--- config.mk ---
export PLATFORM = sky130hd
export DESIGN_NAME = serial_subtractor_flat
export DESIGN_NICKNAME = d
export VERILOG_FILES = /design/src/rtl/serial_subtractor_pkg.sv /design/src/rtl/serial_subtractor_if.sv /design/src/rtl/serial_subtractor_fs_digit.sv /design/src/rtl/serial_subtractor.sv /design/src/flat_wrapper.sv
export SDC_FILE = /design/constraint.sdc
export NUM_CORES = 1
export LEC_CHECK = 0
export ABC_AREA = 1
export CAP_MARGIN = 30
export CORE_MARGIN = 5
export CORE_UTILIZATION = 48
export DETAILED_ROUTE_END_ITERATION = 6
export GPL_ROUTABILITY_DRIVEN = 0
export PLACE_DENSITY = 0.82
export REMOVE_ABC_BUFFERS = 1
export SYNTH_ARGS = -nofsm -noshare
export SYNTH_HDL_FRONTEND = slang
export SYNTH_SLANG_ARGS = --single-unit
--- constraint.sdc ---
create_clock -name clk -period 1.7 [get_ports clk]
set_input_delay 0.34 -clock clk [delete_from_list [all_inputs] [get_ports clk]]
set_output_delay 0.34 -clock clk [all_outputs]
set_load 0.01 [all_outputs]
--- src/rtl/serial_subtractor_pkg.sv ---
// ============================================================================
// Module  : serial_subtractor_pkg
// Purpose : Shared types and elaboration helpers for the serial subtractor.
//           Provides the FSM state encoding, a ceiling-log2 for counter
//           sizing and a configuration check (WIDTH divisible by DIGIT).
// Ports   : none (package)
// Config  : none
// Revision: 1.0 - initial release
// ============================================================================
`default_nettype none

package serial_subtractor_pkg;

  // Explicit 2-bit encoding keeps the state register width fixed.
  typedef enum logic [1:0] {
    IDLE = 2'd0,
    RUN  = 2'd1,
    DONE = 2'd2
  } state_t;

  // Ceiling log2; returns 0 for v <= 1.
  function automatic int clog2(input int v);
    int r;
    r = 0;
    while ((1 << r) < v) begin
      r = r + 1;
    end
    return r;
  endfunction

  // Legal configuration: non-empty operands, digit evenly divides width.
  function automatic bit cfg_ok(input int width, input int digit);
    return (width >= 1) && (digit >= 1) && (digit <= width) && ((width % digit) == 0);
  endfunction

endpackage

`default_nettype wire

--- src/rtl/serial_subtractor_if.sv ---
// ============================================================================
// Module  : serial_subtractor_if
// Purpose : Ready/valid operand and result bundle for serial_subtractor.
// Signals : in_valid/in_ready, a, b, bin      - operand handshake
//           out_valid/out_ready, diff, bout   - result handshake
//           busy                              - operation in progress
// Modports: master (operand source / result sink), slave (the subtractor)
// Config  : none
// Revision: 1.0 - initial release
// ============================================================================
`default_nettype none

interface serial_subtractor_if #(
  parameter int WIDTH = 8
) ();

  logic             in_valid;
  logic             in_ready;
  logic [WIDTH-1:0] a;
  logic [WIDTH-1:0] b;
  logic             bin;
  logic             out_valid;
  logic             out_ready;
  logic [WIDTH-1:0] diff;
  logic             bout;
  logic             busy;

  modport master (
    output in_valid, a, b, bin, out_ready,
    input  in_ready, out_valid, diff, bout, busy
  );

  modport slave (
    input  in_valid, a, b, bin, out_ready,
    output in_ready, out_valid, diff, bout, busy
  );

endinterface

`default_nettype wire

--- src/rtl/serial_subtractor_fs_digit.sv ---
// ============================================================================
// Module  : fs_digit
// Purpose : Combinational DIGIT-bit ripple full-subtractor, x - y - br_i.
// Ports   : x_i  [DIGIT] minuend digit
//           y_i  [DIGIT] subtrahend digit
//           br_i         borrow into bit 0
//           d_o  [DIGIT] difference digit
//           br_o         borrow out of the top bit
// Config  : none
// Revision: 1.0 - initial release
// ============================================================================
`default_nettype none

module fs_digit #(
  parameter int DIGIT = 1
) (
  input  logic [DIGIT-1:0] x_i,
  input  logic [DIGIT-1:0] y_i,
  input  logic             br_i,
  output logic [DIGIT-1:0] d_o,
  output logic             br_o
);

  always_comb begin : p_ripple
    logic br;
    br   = br_i;
    d_o  = '0;
    for (int i = 0; i < DIGIT; i++) begin
      d_o[i] = x_i[i] ^ y_i[i] ^ br;
      br     = (~x_i[i] & y_i[i]) | (~x_i[i] & br) | (y_i[i] & br);
    end
    br_o = br;
  end

endmodule

`default_nettype wire

--- src/rtl/serial_subtractor.sv ---
// ============================================================================
// Module  : serial_subtractor
// Purpose : Multi-cycle unsigned subtractor, diff = a - b - bin (mod 2^WIDTH),
//           processed LSB-first DIGIT bits per cycle with a registered borrow.
//           One operation in flight; ready/valid on both sides.
// Ports   : clk  - clock, rising edge
//           rst  - synchronous active-high reset (aborts any operation)
//           bus  - serial_subtractor_if.slave (operands, result, busy)
// Params  : WIDTH - operand/result width; DIGIT - bits per cycle (divides WIDTH)
// Config  : SERIAL_SUB_SAT_EN - when defined, a final borrow forces diff to 0
//           (unsigned floor saturation); bout still reports the borrow.
// Revision: 1.0 - initial release
// ============================================================================
`default_nettype none

module serial_subtractor
  import serial_subtractor_pkg::*;
#(
  parameter int WIDTH = 8,
  parameter int DIGIT = 1
) (
  input  logic                clk,
  input  logic                rst,
  serial_subtractor_if.slave  bus
);

  localparam int  STEPS  = WIDTH / DIGIT;
  localparam int  CNT_W  = (clog2(STEPS) < 1) ? 1 : clog2(STEPS);
  localparam bit  CFG_OK = cfg_ok(WIDTH, DIGIT);

  if (!CFG_OK) begin : g_bad_cfg
    $error("serial_subtractor: DIGIT must evenly divide WIDTH");
  end

  state_t             state_q, state_d;
  logic [CNT_W-1:0]   count_q;
  logic [WIDTH-1:0]   a_sh_q, b_sh_q, diff_q;
  logic               borrow_q, bout_q;

  logic [DIGIT-1:0]   cell_d;
  logic               cell_br;
  logic [WIDTH-1:0]   diff_shift;
  logic [WIDTH-1:0]   diff_final;
  logic               accept;
  logic               last_step;

  fs_digit #(.DIGIT(DIGIT)) u_cell (
    .x_i  (a_sh_q[DIGIT-1:0]),
    .y_i  (b_sh_q[DIGIT-1:0]),
    .br_i (borrow_q),
    .d_o  (cell_d),
    .br_o (cell_br)
  );

  assign accept    = (state_q == IDLE) && bus.in_valid;
  assign last_step = (state_q == RUN) && (count_q == CNT_W'(STEPS - 1));

  // New digit enters at the MSB end, so after STEPS shifts the first digit
  // computed has reached bit 0.  DIGIT==WIDTH degenerates to a plain load.
  assign diff_shift = (diff_q >> DIGIT) | (WIDTH'(cell_d) << (WIDTH - DIGIT));

`ifdef SERIAL_SUB_SAT_EN
  assign diff_final = cell_br ? '0 : diff_shift;
`else
  assign diff_final = diff_shift;
`endif

  // State register
  always_ff @(posedge clk) begin
    if (rst) begin
      state_q <= IDLE;
    end else begin
      state_q <= state_d;
    end
  end

  // Next-state logic
  always_comb begin
    state_d = state_q;
    case (state_q)
      IDLE:    if (bus.in_valid)  state_d = RUN;
      RUN:     if (last_step)     state_d = DONE;
      DONE:    if (bus.out_ready) state_d = IDLE;
      default:                    state_d = IDLE;
    endcase
  end

  // Output decode
  always_comb begin
    bus.in_ready  = 1'b0;
    bus.out_valid = 1'b0;
    bus.busy      = 1'b0;
    case (state_q)
      IDLE:    bus.in_ready = 1'b1;
      RUN:     bus.busy     = 1'b1;
      DONE: begin
        bus.out_valid = 1'b1;
        bus.busy      = 1'b1;
      end
      default: bus.in_ready = 1'b0;
    endcase
  end

  // Datapath
  always_ff @(posedge clk) begin
    if (rst) begin
      count_q  <= '0;
      a_sh_q   <= '0;
      b_sh_q   <= '0;
      diff_q   <= '0;
      borrow_q <= 1'b0;
      bout_q   <= 1'b0;
    end else if (accept) begin
      a_sh_q   <= bus.a;
      b_sh_q   <= bus.b;
      borrow_q <= bus.bin;
      count_q  <= '0;
    end else if (state_q == RUN) begin
      a_sh_q   <= a_sh_q >> DIGIT;
      b_sh_q   <= b_sh_q >> DIGIT;
      borrow_q <= cell_br;
      count_q  <= count_q + 1'b1;
      diff_q   <= last_step ? diff_final : diff_shift;
      if (last_step) begin
        bout_q <= cell_br;
      end
    end
  end

  assign bus.diff = diff_q;
  assign bus.bout = bout_q;

endmodule

`default_nettype wire
--- src/flat_wrapper.sv ---
// flat-port wrapper written by rule: the top's interface ports become plain ports
module serial_subtractor_flat import serial_subtractor_pkg::*;
#(
  parameter int WIDTH = 8,
  parameter int DIGIT = 1
)
  (clk, rst, bus_in_valid, bus_a, bus_b, bus_bin, bus_out_ready, bus_in_ready, bus_out_valid, bus_diff, bus_bout, bus_busy);
  serial_subtractor_if #(.WIDTH(WIDTH)) bus_i ();
  input  logic clk;
  input  logic rst;
  input wire logic [$bits(bus_i.in_valid)-1:0] bus_in_valid;
  input wire logic [$bits(bus_i.a)-1:0] bus_a;
  input wire logic [$bits(bus_i.b)-1:0] bus_b;
  input wire logic [$bits(bus_i.bin)-1:0] bus_bin;
  input wire logic [$bits(bus_i.out_ready)-1:0] bus_out_ready;
  output wire logic [$bits(bus_i.in_ready)-1:0] bus_in_ready;
  output wire logic [$bits(bus_i.out_valid)-1:0] bus_out_valid;
  output wire logic [$bits(bus_i.diff)-1:0] bus_diff;
  output wire logic [$bits(bus_i.bout)-1:0] bus_bout;
  output wire logic [$bits(bus_i.busy)-1:0] bus_busy;
  assign bus_i.in_valid = bus_in_valid;
  assign bus_i.a = bus_a;
  assign bus_i.b = bus_b;
  assign bus_i.bin = bus_bin;
  assign bus_i.out_ready = bus_out_ready;
  assign bus_in_ready = bus_i.in_ready;
  assign bus_out_valid = bus_i.out_valid;
  assign bus_diff = bus_i.diff;
  assign bus_bout = bus_i.bout;
  assign bus_busy = bus_i.busy;
  serial_subtractor #(.WIDTH(WIDTH), .DIGIT(DIGIT)) u_core (.clk(clk), .rst(rst), .bus(bus_i));
endmodule
---- Yosys cells after proc, flatten, opt, wreduce, memory -nomap -nowiden ----
Index checks and enable logic that the tools add are counted.
storage, ports and cells
  bits in registers ....................... 31
  bits of input ports ..................... 21
  word-level logic and storage cells ...... 46
  output and inout bits ................... 12
cells by class
  equality and inequality tests ........... 6
  reduce and logical (&&, ||, !) cells .... 9
  bitwise gates (word level) .............. 10
  add/subtract/negate cells ............... 1
  muxes and demuxes ....................... 13
operator list
  operator                                                          count
  8-bit 2-to-1 mux                                                  4
  7-bit by 8-bit OR with 8-bit output                               1
  2-bit 2-to-1 mux                                                  3
  2-bit one-hot mux with 3 select lines                             1
  3-bit AND reduction                                               2
  1-bit 2-to-1 mux                                                  5
  2-bit != test (second input constant)                             2
  2-bit OR reduction                                                2
  3-bit by 1-bit adder with 3-bit output (second input constant)    1
  1-bit bitwise AND                                                 3
  3-bit == test (second input constant)                             1
  2-bit by 1-bit == test with 1-bit output (second input constant)  1
  2-bit == test (second input constant)                             1
  1-bit logical AND                                                 2
  2-bit logical NOT                                                 1
  2-bit by 1-bit != test with 1-bit output (second input constant)  1
  1-bit inverter                                                    2
  1-bit OR                                                          2
  2-bit AND reduction                                               1
  2-bit nonzero test                                                1
  1-bit bitwise XOR                                                 2

---- Longest topological paths before layout ----
Gate-level depths: netlist of the first run.
  depth after elaboration ................. 6
  gate-level depth with buffers ........... 8
  depth with buffers taken out ............ 8

---- Cells and area by module ----
A second synthesis of the first run with hierarchy kept.
unflattened totals
  cell total of the unflattened synthesis .. 206
  area total of the unflattened synthesis .. 1520.2 um^2
by module, submodules not included
  module             cells each  sequential area each (um^2)  area an instance (um^2)  times used
  serial_subtractor  203         620.6                        1492.7                   1
  fs_digit           3           0.0                          27.5                     1

---- Least setup slack after synthesis of the first run ----
No wires, ideal clock.
  path type ............................... register to register
  from .................................... register u_core.state_q[0]
  to ...................................... register u_core.a_sh_q[1]
  path buffers ............................ 1
  required time ........................... 1630 ps
  period minus slack after synthesis ...... 1344 ps
  slack ................................... 356 ps
  cell stages (with the launch flop) ...... 9
  library setup time ...................... 70 ps
  data arrival time ....................... 1274 ps
  cells stage by stage .................... dfxtp_1 > inv_1 > ha_1 > nand2_4 > inv_2 > nor2_4 > buf_6 > nand2_1 > a21oi_1
on the way
  longest elaborated chain between the ends .. 3
  elaborated cells on any way between the ends .. 5
  those cells by class .................... eq/ne (1); mux (1); reduce/logical (3)
ends and longest elaborated chain
  what                                                           line                      text
  from (decl)                                                    serial_subtractor.sv:35   state_t state_q, state_d;
  from (signal assigned)                                         serial_subtractor.sv:73   state_q <= state_d;
  2-bit logical NOT                                              serial_subtractor.sv:55   assign accept = (state_q == IDLE) && bus.in_valid;
  1-bit logical AND                                              serial_subtractor.sv:55
  8-bit 2-to-1 mux / 2-bit nonzero test (equally long branches)  --
  to (signal assigned)                                           serial_subtractor.sv:114  a_sh_q <= bus.a;
  to (signal assigned)                                           serial_subtractor.sv:119  a_sh_q <= a_sh_q >> DIGIT;
  to (decl)                                                      serial_subtractor.sv:37   logic [WIDTH-1:0] a_sh_q, b_sh_q, diff_q;
Several ways; a longest one is shown, not always the timed one.
A chain may end at the register's enable or synchronous reset.

---- Worst setup path after layout of the first run ----
  from .................................... register u_core.state_q[0]
  to ...................................... output bus_busy
on the way
  longest elaborated chain between the ends .. 3
  elaborated cells on any way between the ends .. 4
  those cells by class .................... eq/ne (2); mux (1); reduce/logical (1)
ends and longest elaborated chain
  what                                                                              line                     text
  2-bit == test / 2-bit by 1-bit == test with 1-bit output (equally long branches)  serial_subtractor.sv:93  case (state_q)
  2-bit OR reduction (no line) (*)                                                  --
  1-bit 2-to-1 mux (*)                                                              serial_subtractor.sv:93
  to (decl)                                                                         flat_wrapper.sv:20       output wire logic [$bits(bus_i.busy)-1:0] bus_busy;
Every way passes the cells marked *; elsewhere a longest branch is shown, timed or not.

==> reports/qor_table.md, run 1 <==
| Metric | Value |
| --- | --- |
| Worst VDD drop | 1.035 mV |
| Number of hold violations in the final report | 0 |
| Gates resized, CTS repair | 8 |
| CTS tree | done |
| Average cell area after synthesis | 7.521 sq um |
| Data required, critical path | 1360 ps |
| Critical path start-end classification | reg -> out |
| Count of different cell masters after synthesis | 18 |
| Most used routing layer | met2 |
| Maximum number of pins on one net before global-route repair | 17 |
| Worst-Skew Late Latency | 330 ps |
| Result of the run | complete, no violations |
| Avg WL per Cell | 11.79 um |
| Synthesized netlist cell count | 184 |
| Ratio of cells with drive above 1 in the final layout | 10.71% |
| Leakage power summed over all cells | 0.7971 nW |
| Global routing met2 resource utilization | 26.52% |
| Origin of the worst min-delay path | u_core.bus.bout$_SDFFE_PP0P_ |
| Fin worst setup slack | 76.34 ps |
| Critical path data arrival time | 1280 ps |
| Beginning of the critical path | u_core.state_q[0]$_SDFFE_PP0P_ |
| Slew headroom | 80.16% |
| Power density cells | 1740 nW/um^2 |
| Post-CTS setup buffer count | 0 |
| Diode insertion count for antenna repair | 0 |
| Worst slew pin tran | 296.9 ps |
| Place WS | 48.58 ps |
| Number of max-cap violations | 0 |
| Detail Placement HPWL | 2.224 mm |
| Placed cell area | 1745 sq um |
| Global Route met3 Usage | 4.263% |
| Clock tree buffer depth | 2 |
| Row count | 19 |
| Leading cell types by total area after synthesis | dfxtp_1 (45%), nand2_1 (14%), a21oi_1 (9.0%) |
| Count of routing violations after the opening detailed-route iteration | 59 |
| Count of final max-slew check failures | 0 |
| Commonest register cell after synthesis | dfxtp_1 |
| Most frequently used cell type in the post-synthesis netlist | nand2_1 |
| Async set-reset flop share out of synthesis | 0% |
| Count of boundary I/O pins | 33 |
| Final wirelength | 3.006 mm |
| Synthesized cell area | 1384 sq um |
| CTS Sinks | 31 |
| Share of the synthesized area in the top cell type | 44.85% |
| Share of the clock period used by the worst path after layout | 95.51% |
| Number of cells in the finished layout apart from fillers | 255 |
| Final-layout setup total negative slack | 0 ps |
| Total via count in the routed design | 1,306 |
| 1st-pass router iterations | 4 |
| CTS Hold Bufs | 0 |
| HP Class | reg -> reg |
| Post-synthesis cell type with the largest combined area | dfxtp_1 |
| Final Skew | 6.802 ps |
| Final cell utilization of the core | 66.88% |
| GR Util All Layers | 15.62% |
| Startpoint of the worst register-to-register path | u_core.state_q[1]$_SDFFE_PP0P_ |
| DIE WIDTH | 63.70 um |
| Total die area | 4057 sq um |
| Critical Path End Type | primary output |
| Total placed cells including tap cells | 247 |
| Count of yosys warnings during synthesis | 0 |
| Commonest cells post-synth | nand2_1 (53), dfxtp_1 (31), a21oi_1 (25) |
| TritonCTS buffer count | 5 |
| Final setup violating endpoints | 0 |
| Initial antenna violation count | 0 |
| Time the final worst path needs with I/O delays and setup | 1624 ps |
| Count of port buffers added during placement | 32 |
| Number of enable-type register cells in the synthesized netlist | 0 |
| Startpoint kind of the worst setup timing path | flip-flop |
| Total overflow reported by the global router | 0 |
| Count of unresolved DRC violations after routing | 0 |
| Vias in the first global route | 1,216 |
| Clock Tree Root | clkbuf_4 |
| Setup repair after global routing missed its margin | false |
| Layout net count | 252 |
| Highest Clock Rate | 615.9 MHz |
| Initial standard-cell utilization of the core | 50.18% |
| Chip Height | 63.70 um |
| Antenna viol nets, final | 0 |
| Design Area, Final | 1844 sq um |
| Routed vias/inst | 5.122 |
| Met1 global-route usage | 18.06% |
| Core footprint | 2758 sq um |
| H-Tree Depth | 2 |
| Wire length of the first global-routing pass | 5.057 mm |
| Signed area change from the synthesized netlist to the final layout | 33.27% |
| Clock input transition at the sequential cells of the worst setup and hold paths | 100 ps |
| Synth Register Bits | 31 |
| Sequential share of the synthesized area | 44.85% |
| Max Fanout on Critical Path | 4 |
| Final-layout fill cell count | 259 |
## flip-flops by register name, indices dropped and copies added, names as in the netlist
signal / flops
u_core.a_sh_q: 8
u_core.b_sh_q: 8
u_core.bus.diff: 8
u_core.count_q: 3
u_core.state_q: 2
u_core.borrow_q: 1
u_core.bus.bout: 1
## cell families after synthesis
kind of cell | count (synthesis) | share of synthesized area (%)
and+or+nand+nor | 76 | 21.88
AOI/OAI and AO/OA | 49 | 17.72
DFF | 31 | 44.85
buffers and inverters | 19 | 7.143
adders and majority gates | 8 | 7.776
xor gates and xnor gates | 1 | 0.6330
## per-layer routing
metal	wire length, um	part of all wire, %	vias to the layer above
met3	202	6.7	8
met5	0	0	-
li1	-	-	669
met1	1311	44	577
met2	1441	48	52
met4	51	1.7	0
## layout by cell type, fill, tap and decap left out, drive strengths merged
cell type and count:
dfxtp 31, nor2 20, buf 8, nand3 2
a21oi 25, clkdlybuf4s50 29, nand2 54, o21ai 24
bufinv 1, xnor2 1, fa 1, clkinv 1
clkbuf 6, dlygate4sd2 3, ha 7, inv 11
## layout make-up
type	instances	area [sq um]	share of cell area (%)
Sequential cell	31	621.8	33.72
Clock buffer	6	51.30	2.782
Inverter	11	41.29	2.239
Timing Repair Buffer	40	376.6	20.42
Tap cell	31	38.79	2.103
Clock inverter	2	35.03	1.900
Multi-Input combinational cell	134	679.4	36.84
## power breakdown
| group | total (mW) | switching (mW) | internal, mW |
|---|---|---|---|
| logic | 1.49 | 0.837 | 0.658 |
| clock network | 0.608 | 0.260 | 0.347 |
| registers | 1.11 | 0.142 | 0.963 |
| total | 3.21 | 1.24 | 1.97 |
## metrics by stage
| stage | power, mW | hold slack, ps |
|---|---|---|
| after global placement | 2.536 | 431.8 |
| final | 3.208 | 446.9 |
| after detailed placement | 2.604 | 438.4 |
| after CTS | 3.214 | 452.9 |
| after floorplan | 1.975 | 409.1 |
| after global routing | 3.475 | 483.3 |
## worst paths after layout
kind,depth (start not counted),slack (ps),endpoint
worst min register to register,2,450,u_core.bus.bout$_SDFFE_PP0P_
worst max-delay path,3,80,bus_busy
worst max register to register,7,260,u_core.b_sh_q[6]$_SDFFE_PP0P_
worst min-delay path,2,450,u_core.bus.bout$_SDFFE_PP0P_
## worst max-delay path: stages, from the launching register on
cell and delay [ps]:
dfxtp_2 380, inv_2 70, ha_4 250, dlygate4sd2_1 250
Note: power is estimated with default switching activity, not from simulation.
==> inputs of run 2 (changes only) <==
Clock period 1.7 ns to 1.6 ns, I/O delays scaled along.
==> run 2 against run 1 <==
- combinational power rose by 5%
- sequential cell count did not move
- non-clock buffer count rose by 5
- clock skew rose by 6.8 ps
- power rose by 2.1%
- die area did not move
- via count fell by 2.2%
- highest routed layer unchanged
==> reports/qor_table.md, run 2 (same netlist as run 1, synthesis figures left out) <==
| Metric | Value | Change |
| --- | --- | --- |
| Family of cells with the greatest summed delay on the critical path | buffers and inverters |  |
| Fin worst setup slack | 58.65 ps | -17.69 ps |
| Worst Path Buf+Inv | 1 | -1 |
| Met1 global-route usage | 17.23% | -0.83 points |
| Cell count of the worst hold path | 2 | unchanged |
| Initial antenna violation count | 0 | unchanged |
| Final-layout fill cell count | 256 | -1.2% |
| Most used routing layer | met2 |  |
| Count of final max-slew check failures | 0 | unchanged |
| Critical path data arrival time | 1220 ps | -60 ps |
| DIE WIDTH | 63.70 um | unchanged |
| Max Fanout on Critical Path | 3 | -1 |
| Worst slew pin tran | 320.1 ps | +23.17 ps |
| Wire length of the first global-routing pass | 4.726 mm | -6.5% |
| Count of boundary I/O pins | 33 | unchanged |
| Slew headroom | 78.66% | -1.5 points |
| Chip Height | 63.70 um | unchanged |
| Avg WL per Cell | 10.95 um | -7.1% |
| Signed area change from the synthesized netlist to the final layout | 34.99% |  |
| Total via count in the routed design | 1,277 | -2.2% |
| Final Skew | 13.64 ps | +6.843 ps |
| Critical path depth in cells | 1 | -2 |
| Ratio of cells with drive above 1 in the final layout | 13.54% | +2.8 points |
| Startpoint kind of the worst setup timing path | flip-flop |  |
| Clock input transition at the sequential cells of the worst setup and hold paths | 80 ps | -20 ps |
| Routed vias/inst | 4.912 | -4.1% |
| Total overflow reported by the global router | 0 | unchanged |
| CTS tree | done |  |
| Worst-Skew Late Latency | 340 ps | about the same |
| Number of hold violations in the final report | 0 | unchanged |
| CP max stage delay | 540 ps | +160 ps |
| Detail Placement HPWL | 2.127 mm | -4.3% |
| Leakage power summed over all cells | 0.8904 nW | +12% |
| Count of unresolved DRC violations after routing | 0 | unchanged |
| Worst VDD drop | 1.212 mV | +17% |
| Layout net count | 257 | +2.0% |
| Clock tree buffer depth | 2 | unchanged |
| Power density cells | 1754 nW/um^2 | +0.83% |
| HP Class | reg -> reg |  |
| Count of port buffers added during placement | 32 | unchanged |
| Critical Path End Type | primary output |  |
| Count of routing violations after the opening detailed-route iteration | 75 | +27% |
| Number of max-cap violations | 0 | unchanged |
| Most used cells in the layout excluding fill and tap cells | nand2_1 (53), dfxtp_1 (27), a21oi_1 (25) |  |
| Share of the clock period used by the worst path after layout | 96.33% |  |
| Final wirelength | 2.846 mm | -5.3% |
| R2R depth | 7 | unchanged |
| Place WS | 69.35 ps | +20.77 ps |
| 1st-pass router iterations | 4 | unchanged |
| Core footprint | 2758 sq um | unchanged |
| Highest Clock Rate | 648.8 MHz |  |
| Global routing met2 resource utilization | 22.97% | -3.6 points |
| Global Route met3 Usage | 5.506% | +1.2 points |
| Time the final worst path needs with I/O delays and setup | 1541 ps |  |
| Most common cell after layout, fill and taps aside | nand2_1 |  |
| Final setup violating endpoints | 0 | unchanged |
| Antenna viol nets, final | 0 | unchanged |
| Cell-by-cell trace of the critical path | clkdlybuf4s50_1 |  |
| Final cell utilization of the core | 67.74% | +0.86 points |
| TritonCTS buffer count | 5 | unchanged |
| Maximum number of pins on one net before global-route repair | 17 | unchanged |
| CTS Hold Bufs | 0 | unchanged |
| Initial standard-cell utilization of the core | 50.18% | unchanged |
| H-Tree Depth | 2 | unchanged |
| Result of the run | complete, no violations |  |
| Data required, critical path | 1280 ps | -80 ps |
| Clock Tree Root | clkbuf_4 |  |
| Crit path max-delay cell type | clkdlybuf4s50_1 |  |
| Critical path start-end classification | reg -> out |  |
| Vias in the first global route | 1,121 | -7.8% |
| GR Util All Layers | 14.79% | -0.83 points |
| CTS Sinks | 31 | unchanged |
| Diode insertion count for antenna repair | 0 | unchanged |
| Total die area | 4057 sq um | unchanged |
| Row count | 19 | unchanged |
run 2: cell types whose count changed in the layout (fill, tap and decap cells not counted), moves of 3 or more:
cell             before  now
dfxtp_2               1    4
buf_4                 8   13
dfxtp_1              30   27
dlymetal6s2s_1        0    5
clkdlybuf4s50_1      29   24
run 2: layout make-up:
| type | count | area [sq um] | area share, % |
|---|---|---|---|
| Clock inverter | 1 | 7.507 | 0.4019 |
| Clock buffer | 7 | 65.06 | 3.483 |
| Timing Repair Buffer | 45 | 422.9 | 22.64 |
| Multi-Input combinational cell | 134 | 666.9 | 35.70 |
| Inverter | 11 | 41.29 | 2.210 |
| Sequential cell | 31 | 625.6 | 33.49 |
| Tap cell | 31 | 38.79 | 2.076 |
run 2: timing repair:
action | in CTS | in global routing
gates resized for setup | 5 | 12
endpoints found under the setup margin | 3 | 15
endpoints found under the hold margin | 0 | 0
setup buffers | 0 | 1
pin swaps | 0 | 0
run 2: worst paths after layout:
path         slack [ps]                            start                            to
max                  60  u_core.bus.diff[5]$_SDFFE_PP0P_                   bus_diff[5]
min                 450     u_core.bus.bout$_SDFFE_PP0P_  u_core.bus.bout$_SDFFE_PP0P_
max reg2reg         160   u_core.state_q[0]$_SDFFE_PP0P_  u_core.bus.bout$_SDFFE_PP0P_
min reg2reg         450     u_core.bus.bout$_SDFFE_PP0P_  u_core.bus.bout$_SDFFE_PP0P_
run 2: power breakdown:
group / switching, mW / leakage, nW / internal [mW] / total [mW]
sequential: 0.144 / 0.256 / 1.03 / 1.17
combinational: 0.861 / 0.596 / 0.711 / 1.57
clock: 0.274 / 0.0375 / 0.257 / 0.530
run 2: per-stage QoR:
step	hold slack, ps	instance area [sq um]	TNS (ps)	std cells	power, mW
6_report	452.2	1868	0	260	3.276
5_1_grt	485.3	1868	-1.660	260	3.597
4_1_cts	453.2	1847	0	259	3.294
3_5_place_dp	440.4	1775	0	251	2.795
3_3_place_gp	437.4	1775	0	251	2.746
2_1_floorplan	389.1	1326	0	176	2.099
run 2: routing by layer:
layer	wire length [um]	part of all wire, %
met5	0	0
met4	59	2.1
met3	232	8.2
met2	1320	46
met1	1233	43
